**config.mk**
```make
export PLATFORM = sky130hd
export DESIGN_NAME = ti2_out_map_col
export DESIGN_NICKNAME = d
export VERILOG_FILES = /design/src/rtl/ti_aes_pkg.sv /design/src/rtl/ti_out_lin_map.sv /design/src/rtl/ti2_out_map_col.sv
export SDC_FILE = /design/constraint.sdc
export NUM_CORES = 1
export LEC_CHECK = 0
export BUFFER_PORTS_ARGS = -buffer_cell sky130_fd_sc_hd__buf_2
export CORE_MARGIN = 5
export CORE_UTILIZATION = 45
export CTS_CLUSTER_DIAMETER = 50
export DETAILED_ROUTE_END_ITERATION = 7
export PLACE_DENSITY = 0.65
export SETUP_SLACK_MARGIN = 0.3
export SYNTH_ARGS = -nofsm -noshare
export SYNTH_HDL_FRONTEND = slang
export SYNTH_SLANG_ARGS = --single-unit
```
**constraint.sdc**
```tcl
create_clock -name clk -period 1.8 [get_ports clk]
set_input_delay 0.36 -clock clk [delete_from_list [all_inputs] [get_ports clk]]
set_output_delay 0.36 -clock clk [all_outputs]
set_load 0.05 [all_outputs]
```
**src/rtl/ti_aes_pkg.sv**
```systemverilog
// rtl/ti_aes_pkg.sv - shared constants and types for the 2-share AES S-box datapath
package ti_aes_pkg;

  localparam int SHARE_W = 8;
  localparam int NLANES  = 4;
  localparam int LANE_W  = $clog2(NLANES);
  localparam int FILL_W  = (NLANES - 1) * SHARE_W;
  localparam int COL_W   = NLANES * SHARE_W;

  localparam logic [SHARE_W-1:0] AFFINE_C_DEF = 8'h63;

  typedef logic [LANE_W-1:0] lane_t;

  localparam lane_t LAST_LANE = lane_t'(NLANES - 1);

endpackage

```
**src/rtl/ti_out_lin_map.sv**
```systemverilog
// rtl/ti_out_lin_map.sv - one share of the output linear map: inverse basis change then AES affine
module ti_out_lin_map
  import ti_aes_pkg::*;
#(
  parameter logic [SHARE_W-1:0] AFFINE_C = AFFINE_C_DEF
) (
  input  logic [SHARE_W-1:0] b,
  input  logic               c_en,
  output logic [SHARE_W-1:0] o
);

  logic [SHARE_W-1:0] a;
  logic [SHARE_W-1:0] rot4, rot5, rot6, rot7;

  always_comb begin
    a    = '0;
    a[0] = b[2];
    a[1] = b[5] ^ b[1];
    a[4] = b[6] ^ b[1];
    a[7] = b[4] ^ b[1];
    a[2] = b[7] ^ b[5] ^ b[4] ^ b[1];
    a[3] = b[6] ^ b[5] ^ b[4] ^ b[3] ^ b[2] ^ b[1];
    a[5] = b[7] ^ b[6] ^ b[5] ^ b[3] ^ b[2] ^ b[0];
    a[6] = b[7] ^ b[6] ^ b[5] ^ b[3] ^ b[1] ^ b[0];
  end

  // Right rotation by k puts a[i+k] at bit i, which is the affine row pattern.
  assign rot4 = {a[3:0], a[7:4]};
  assign rot5 = {a[4:0], a[7:5]};
  assign rot6 = {a[5:0], a[7:6]};
  assign rot7 = {a[6:0], a[7]};

  assign o = a ^ rot4 ^ rot5 ^ rot6 ^ rot7 ^ ({SHARE_W{c_en}} & AFFINE_C);

endmodule

```
**src/rtl/ti2_out_map_col.sv**
```systemverilog
// rtl/ti2_out_map_col.sv - 2-share S-box output map and 4-byte column packer
module ti2_out_map_col
  import ti_aes_pkg::*;
#(
  parameter logic [SHARE_W-1:0] AFFINE_C = AFFINE_C_DEF
) (
  input  logic               clk,
  input  logic               rst,
  input  logic               clear,
  input  logic [SHARE_W-1:0] in_s0,
  input  logic [SHARE_W-1:0] in_s1,
  input  logic               in_valid,
  output logic               in_ready,
  output logic [COL_W-1:0]   out_s0,
  output logic [COL_W-1:0]   out_s1,
  output logic               out_valid,
  input  logic               out_ready
);

  logic [SHARE_W-1:0] map_s0, map_s1;

  logic [SHARE_W-1:0] s1_s0_q, s1_s0_d;
  logic [SHARE_W-1:0] s1_s1_q, s1_s1_d;
  logic               s1_valid_q, s1_valid_d;
  lane_t              cnt_q, cnt_d;
  logic [FILL_W-1:0]  fill_s0_q, fill_s0_d;
  logic [FILL_W-1:0]  fill_s1_q, fill_s1_d;
  logic [COL_W-1:0]   out_s0_q, out_s0_d;
  logic [COL_W-1:0]   out_s1_q, out_s1_d;
  logic               out_valid_q, out_valid_d;

  logic s1_take;
  logic in_fire;

  ti_out_lin_map #(.AFFINE_C(AFFINE_C)) u_map_s0 (
    .b    (in_s0),
    .c_en (1'b1),
    .o    (map_s0)
  );

  ti_out_lin_map #(.AFFINE_C(AFFINE_C)) u_map_s1 (
    .b    (in_s1),
    .c_en (1'b0),
    .o    (map_s1)
  );

  assign s1_take  = s1_valid_q && ((cnt_q != LAST_LANE) || !out_valid_q || out_ready);
  assign in_ready = !s1_valid_q || s1_take;
  assign in_fire  = in_valid && in_ready;

  always_comb begin
    s1_s0_d     = s1_s0_q;
    s1_s1_d     = s1_s1_q;
    s1_valid_d  = s1_valid_q;
    cnt_d       = cnt_q;
    fill_s0_d   = fill_s0_q;
    fill_s1_d   = fill_s1_q;
    out_s0_d    = out_s0_q;
    out_s1_d    = out_s1_q;
    out_valid_d = out_valid_q;

    // A consumed column is wiped; a lane-3 take below may overwrite it the same cycle.
    if (out_valid_q && out_ready) begin
      out_valid_d = 1'b0;
      out_s0_d    = '0;
      out_s1_d    = '0;
    end

    if (clear) begin
      s1_valid_d = 1'b0;
      cnt_d      = '0;
      fill_s0_d  = '0;
      fill_s1_d  = '0;
    end else begin
      if (s1_take) begin
        if (cnt_q == LAST_LANE) begin
          out_s0_d    = {s1_s0_q, fill_s0_q};
          out_s1_d    = {s1_s1_q, fill_s1_q};
          out_valid_d = 1'b1;
          cnt_d       = '0;
        end else begin
          case (cnt_q)
            2'd0: begin
              fill_s0_d[7:0] = s1_s0_q;
              fill_s1_d[7:0] = s1_s1_q;
            end
            2'd1: begin
              fill_s0_d[15:8] = s1_s0_q;
              fill_s1_d[15:8] = s1_s1_q;
            end
            default: begin
              fill_s0_d[23:16] = s1_s0_q;
              fill_s1_d[23:16] = s1_s1_q;
            end
          endcase
          cnt_d = cnt_q + lane_t'(1);
        end
      end

      if (in_fire) begin
        s1_s0_d    = map_s0;
        s1_s1_d    = map_s1;
        s1_valid_d = 1'b1;
      end else if (s1_take) begin
        s1_valid_d = 1'b0;
      end
    end
  end

  always_ff @(posedge clk) begin
    if (rst) begin
      s1_s0_q     <= '0;
      s1_s1_q     <= '0;
      s1_valid_q  <= 1'b0;
      cnt_q       <= '0;
      fill_s0_q   <= '0;
      fill_s1_q   <= '0;
      out_s0_q    <= '0;
      out_s1_q    <= '0;
      out_valid_q <= 1'b0;
    end else begin
      s1_s0_q     <= s1_s0_d;
      s1_s1_q     <= s1_s1_d;
      s1_valid_q  <= s1_valid_d;
      cnt_q       <= cnt_d;
      fill_s0_q   <= fill_s0_d;
      fill_s1_q   <= fill_s1_d;
      out_s0_q    <= out_s0_d;
      out_s1_q    <= out_s1_d;
      out_valid_q <= out_valid_d;
    end
  end

  assign out_s0    = out_s0_q;
  assign out_s1    = out_s1_q;
  assign out_valid = out_valid_q;

endmodule

```
# After elaboration in Yosys (flattened, before gate mapping)
# Cells that the tools add are included.
# W data, S select, Z words.
# word_totals
regBits	132
latch_bits	0
mem_bits_rw	0
romBits	0
inputBits	21
out_inout_bits	66
elab_cells	96
mem_count	0
# classes
n_addsub	1
mul	0
n_div	0
order_cmp	0
eq_ne	3
shift	0
n_mux	15
bitwise	48
n_reduce_logical	16
# op_table
cell	n
$mux W32	8
$xor A8 B8 Y8	8
$xor A1 B1 Y1	36
$reduce_and A3 Y1	3
$mux W1	6
$not A4 Y4	1
$reduce_or A2 Y1	2
$logic_and A1 B1 Y1	3
$logic_or A1 B1 Y1	3
$not A1 Y1	3
$add A2 B1 Y2 const B	1
$eq A2 B1 Y1 const B	1
$eq A2 B2 Y1 const B	1
$logic_not A1 Y1	2
$logic_not A2 Y1	1
$mux W2	1
$ne A2 B2 Y1 const B	1
$reduce_and A2 Y1	1
$reduce_bool A2 Y1	1

# Depth between registers and ports, before layout
# depth
depth_word	10
depth_mapped	7
mapped_depth_nobuf	6

# Cells and area by module
# From an unflattened synthesis, not the netlist that was laid out.
# unflattened
hier_cells	579
hier_area_um2	5609.1
# by_module_without_submodules
module	instances	cells_per_inst	area_each_um2	seq_area_each_um2
ti2_out_map_col	1	553	5311.3	2642.5
ti_out_lin_map	2	13	148.9	0.0

# Worst setup path after synthesis
# OpenSTA, ideal clock, no wires.
# synth_path
kind	reg-to-reg
from	reg out_valid_q (netlist: out_valid)
to	reg s1_s0_q[4]
setup_ps	70
arrival_ps	1592
required_ps	1730
slack_ps	138
path_stages_with_launch	7
n_path_buf	1
period_less_slack_ps	1662
path_cell_list	dfxtp_1 -> and4b_4 -> inv_2 -> nand3b_1 -> buf_4 -> nand2_1 -> a21oi_1
# synth_via
elab_chain_cells	7
# synth_lines
item	line_no	text
start, declared	ti2_out_map_col.sv:30	logic out_valid_q, out_valid_d;
start signal, assigned	ti2_out_map_col.sv:130	out_valid_q <= out_valid_d;
$logic_not A1 Y1	ti2_out_map_col.sv:47	assign s1_take = s1_valid_q && ((cnt_q != LAST_LANE) || !out_valid_q || out_ready);
$logic_or A1 B1 Y1 (2 in a row)	ti2_out_map_col.sv:47	
$logic_and A1 B1 Y1	ti2_out_map_col.sv:47	
$logic_or A1 B1 Y1	ti2_out_map_col.sv:48	assign in_ready = !s1_valid_q || s1_take;
named net in_ready	ti2_out_map_col.sv:13	output logic in_ready,
$logic_and A1 B1 Y1	ti2_out_map_col.sv:49	assign in_fire = in_valid && in_ready;
$reduce_and A2 Y1 (no source line)	-	
end signal, assigned	ti2_out_map_col.sv:122	s1_s0_q <= s1_s0_d;
end, declared	ti2_out_map_col.sv:22	logic [SHARE_W-1:0] s1_s0_q, s1_s0_d;
# The timed path passes the listed nets, and every way through them passes these cells.
# A chain may end at the register's enable or synchronous reset.

# Final worst setup path
# layout_path
from	reg cnt_q[1]
to	out in_ready
# layout_via
elab_chain_cells	5
# layout_lines
item	line_no	text
start, declared	ti2_out_map_col.sv:25	lane_t cnt_q, cnt_d;
start signal, assigned	ti2_out_map_col.sv:125	cnt_q <= cnt_d;
$ne A2 B2 Y1	ti2_out_map_col.sv:47	
$logic_or A1 B1 Y1 (2 in a row)	ti2_out_map_col.sv:47	
$logic_and A1 B1 Y1	ti2_out_map_col.sv:47	
$logic_or A1 B1 Y1	ti2_out_map_col.sv:48	
end, declared	ti2_out_map_col.sv:13	
# Every way passes these cells.

==> results.json <==
{
  "status": "finished, final reports clean",
  "clk_latency_ns": 0.41,
  "path_clk_slew_ns": 0.06,
  "worstSetupPathType": "flop to output port",
  "worst_ep_required_time_ns": 1.44,
  "final_core_utilization_pct": 58.66,
  "rows": 40,
  "pwr_density_cell_nw_per_um2": 947.1,
  "initial_utilization_pct": 45.64,
  "postCtsHoldBufs": 0,
  "synth.distinct_cells": 32,
  "finalSetupViolCount": 0,
  "fin_skew_ns": 0.007238,
  "hold_depth": 3,
  "critPathBufInv": 2,
  "totalWireLength_um": 14260,
  "cp_max_fo": 5,
  "htreeDepth": 4,
  "num_antenna_cells": 0,
  "timing.critical_path.depth": 4,
  "fp.dieW_um": 119.9,
  "cts_buffer_depth": 2,
  "holdCritPathClass": "input pin to flop",
  "die_h_um": 119.9,
  "regArea_um2": 2653,
  "nets": 700,
  "antenna_found_initial": 0,
  "cap_violations": 0,
  "clock.fmax_mhz": 582.1,
  "grt_max_degree": 52,
  "coreArea_um2": 11910,
  "syn_nets": 604,
  "seq_area_frac_synth_pct": 48.61,
  "viasPerCell": 5.218,
  "cts_tree": "built",
  "cts_root_buffer": "clkbuf_16",
  "multiInputGateArea_um2": 2574,
  "worst_setup_path_end_kind": "output port",
  "hpwl_um": 8640,
  "grt-ovfl-total": 0,
  "maxSlewViolCount": 0,
  "routabilityCongestion": 0.7982,
  "slew_headroom_pct": 63.46,
  "r2r_cells": 9,
  "finalSetupTns_ns": 0,
  "p_leak_nw": 2.555,
  "numCtsBuffers": 17,
  "worst_ep_arrival_time_ns": 1.36,
  "netlist_instances": 579,
  "mostFrequentLayoutCell": "dfxtp_1",
  "synth-async-reset-ratio_pct": 0,
  "synth_edf_count": 0,
  "period_needed_ns": 1.718,
  "vdd_ir_drop_max_mv": 0.5633,
  "crit_slowest_cell": "dfxtp_4",
  "antenna_left": 0,
  "syn_area_um2": 5436,
  "dr.pass1.iters": 5,
  "hold_violations": 0,
  "die_area_um2": 14380,
  "rsz0062_at_grt": "yes",
  "yosysWarningCount": 0,
  "grt_pass1_vias": 4365,
  "slowest_delay_ns": 0.36,
  "io_pins": 87,
  "syn_to_final_growth_pct": 28.52,
  "avgSynthCellArea_um2": 9.389,
  "cts_sinks": 132,
  "track_usage_pct": 20.02,
  "worstMarginPinSlew_ns": 0.5481,
  "grt_pass1_wl_um": 22780,
  "drive_gt1_share_pct": 35.61,
  "layout_common_cells": "dfxtp_1 (128), nand2_1 (114), buf_2 (85)",
  "drc_errors": 0,
  "ys.flop_type": "dfxtp_1",
  "synth-seq-cells": 132,
  "drtIter0Drc": 282,
  "critPathTopFamily": "flip-flops",
  "port_buffers": 86,
  "worstPathCellList": "ha_4 -> and4b_4 -> inv_4 -> buf_6",
  "startpoint_type": "flop",
  "period_share_pct": 95.44,
  "fillers": 1049,
  "num_vias": 4357,
  "wl_per_cell_um": 17.08
}
logic make-up (layout without fill, tap and decap cells):
kind of cell    after synthesis  in the layout  share of synthesized area [%]
mux                          32             32                          5.892
simple gates                247            247                          25.66
flops                       132            132                          48.61
xor+xnor                     18             18                          3.936
buf+inv                      49            158                          5.294
fa+ha+maj                     4              4                         0.9206
compound gates               97             97                          9.689
sequential cells by signal, indices dropped and copies added, names as in the netlist:
name / cells
out_s0: 32
out_s1: 32
fill_s0_q: 24
fill_s1_q: 24
s1_s0_q: 8
s1_s1_q: 8
cnt_q: 2
out_valid: 1
s1_valid_q: 1
metrics by stage:
step                setup slack, ns  hold WS, ns  total power (W)  instance area, µm²  cells
floorplan                    0.3020       0.4312         0.003230                5444    579
global placement             0.1475       0.4408         0.003339                6003    783
detailed placement          0.04403       0.4472         0.003346                6003    783
CTS                         0.08318       0.1880         0.006609                6848    829
global route                0.01910       0.2446         0.006822                6987    835
finish                      0.08199       0.1942         0.006617                6987    835
what timing repair did:
item	in CTS	in global routing
cloned	5	3
buffers inserted	9	3
endpoints found under the setup margin	113	126
gates resized for setup	18	19
pin swaps	1	10
cell type report:
cell class | instances | share of cell area (%)
Tap cell | 147 | 2.633
Sequential cell | 132 | 37.97
Clock inverter | 8 | 1.074
Multi-Input combinational cell | 398 | 36.84
Timing Repair Buffer | 123 | 14.26
Inverter | 3 | 0.1970
Clock buffer | 24 | 7.038
synthesized netlist by cell type (2+ instances only):
library cell,instances,share of area (%)
xor2_1,2,0.32
nor3_2,2,0.37
xnor2_1,11,1.8
xnor3_1,3,1.2
nand3_1,6,0.55
buf_6,9,1.9
nand2_1,117,8.1
buf_2,14,1.3
nand3_2,60,11
nand3b_1,5,0.69
nand2b_1,2,0.23
clkbuf_1,18,1.2
dfxtp_1,132,49
mux2i_1,32,5.9
a211oi_2,5,1.2
a21oi_1,91,8.4
ha_1,4,0.92
inv_1,2,0.14
buf_4,5,0.69
nor2_1,46,3.2
and3_1,2,0.23
power by group:
| group | internal (W) | switching (W) | leakage, nW |
|---|---|---|---|
| Clock | 0.00204 | 0.00124 | 0.268 |
| Combinational | 0.000146 | 0.000185 | 1.22 |
| Sequential | 0.00295 | 0.0000565 | 1.07 |
| Total | 0.00513 | 0.00148 | 2.56 |
per-layer routing:
layer | up-vias | global-route usage, % | wire length [µm]
li1 | 2133 | - | -
met1 | 2093 | 27.59 | 6590
met2 | 118 | 31.79 | 6770
met3 | 13 | 4.807 | 760
met4 | 0 | 4.724 | 138
met5 | - | 0 | 0
final timing paths:
kind / startpoint / end / slack, ns
max: cnt_q[1] / in_ready / 0.08
min: in_valid / s1_valid_q / 0.19
max reg2reg: cnt_q[1] / s1_s0_q[3] / 0.10
min reg2reg: fill_s1_q[18] / out_s1[18] / 0.45
worst register-to-register path, delay by kind of cell, from the launching register on:
family	cells	cell delay, ns
adders and majority gates	1	0.17
buffers and inverters	4	0.51
and+or+nand+nor	3	0.47
AOI/OAI and AO/OA	1	0.12
DFF	1	0.35
Note: power is estimated with default switching activity, not from simulation.
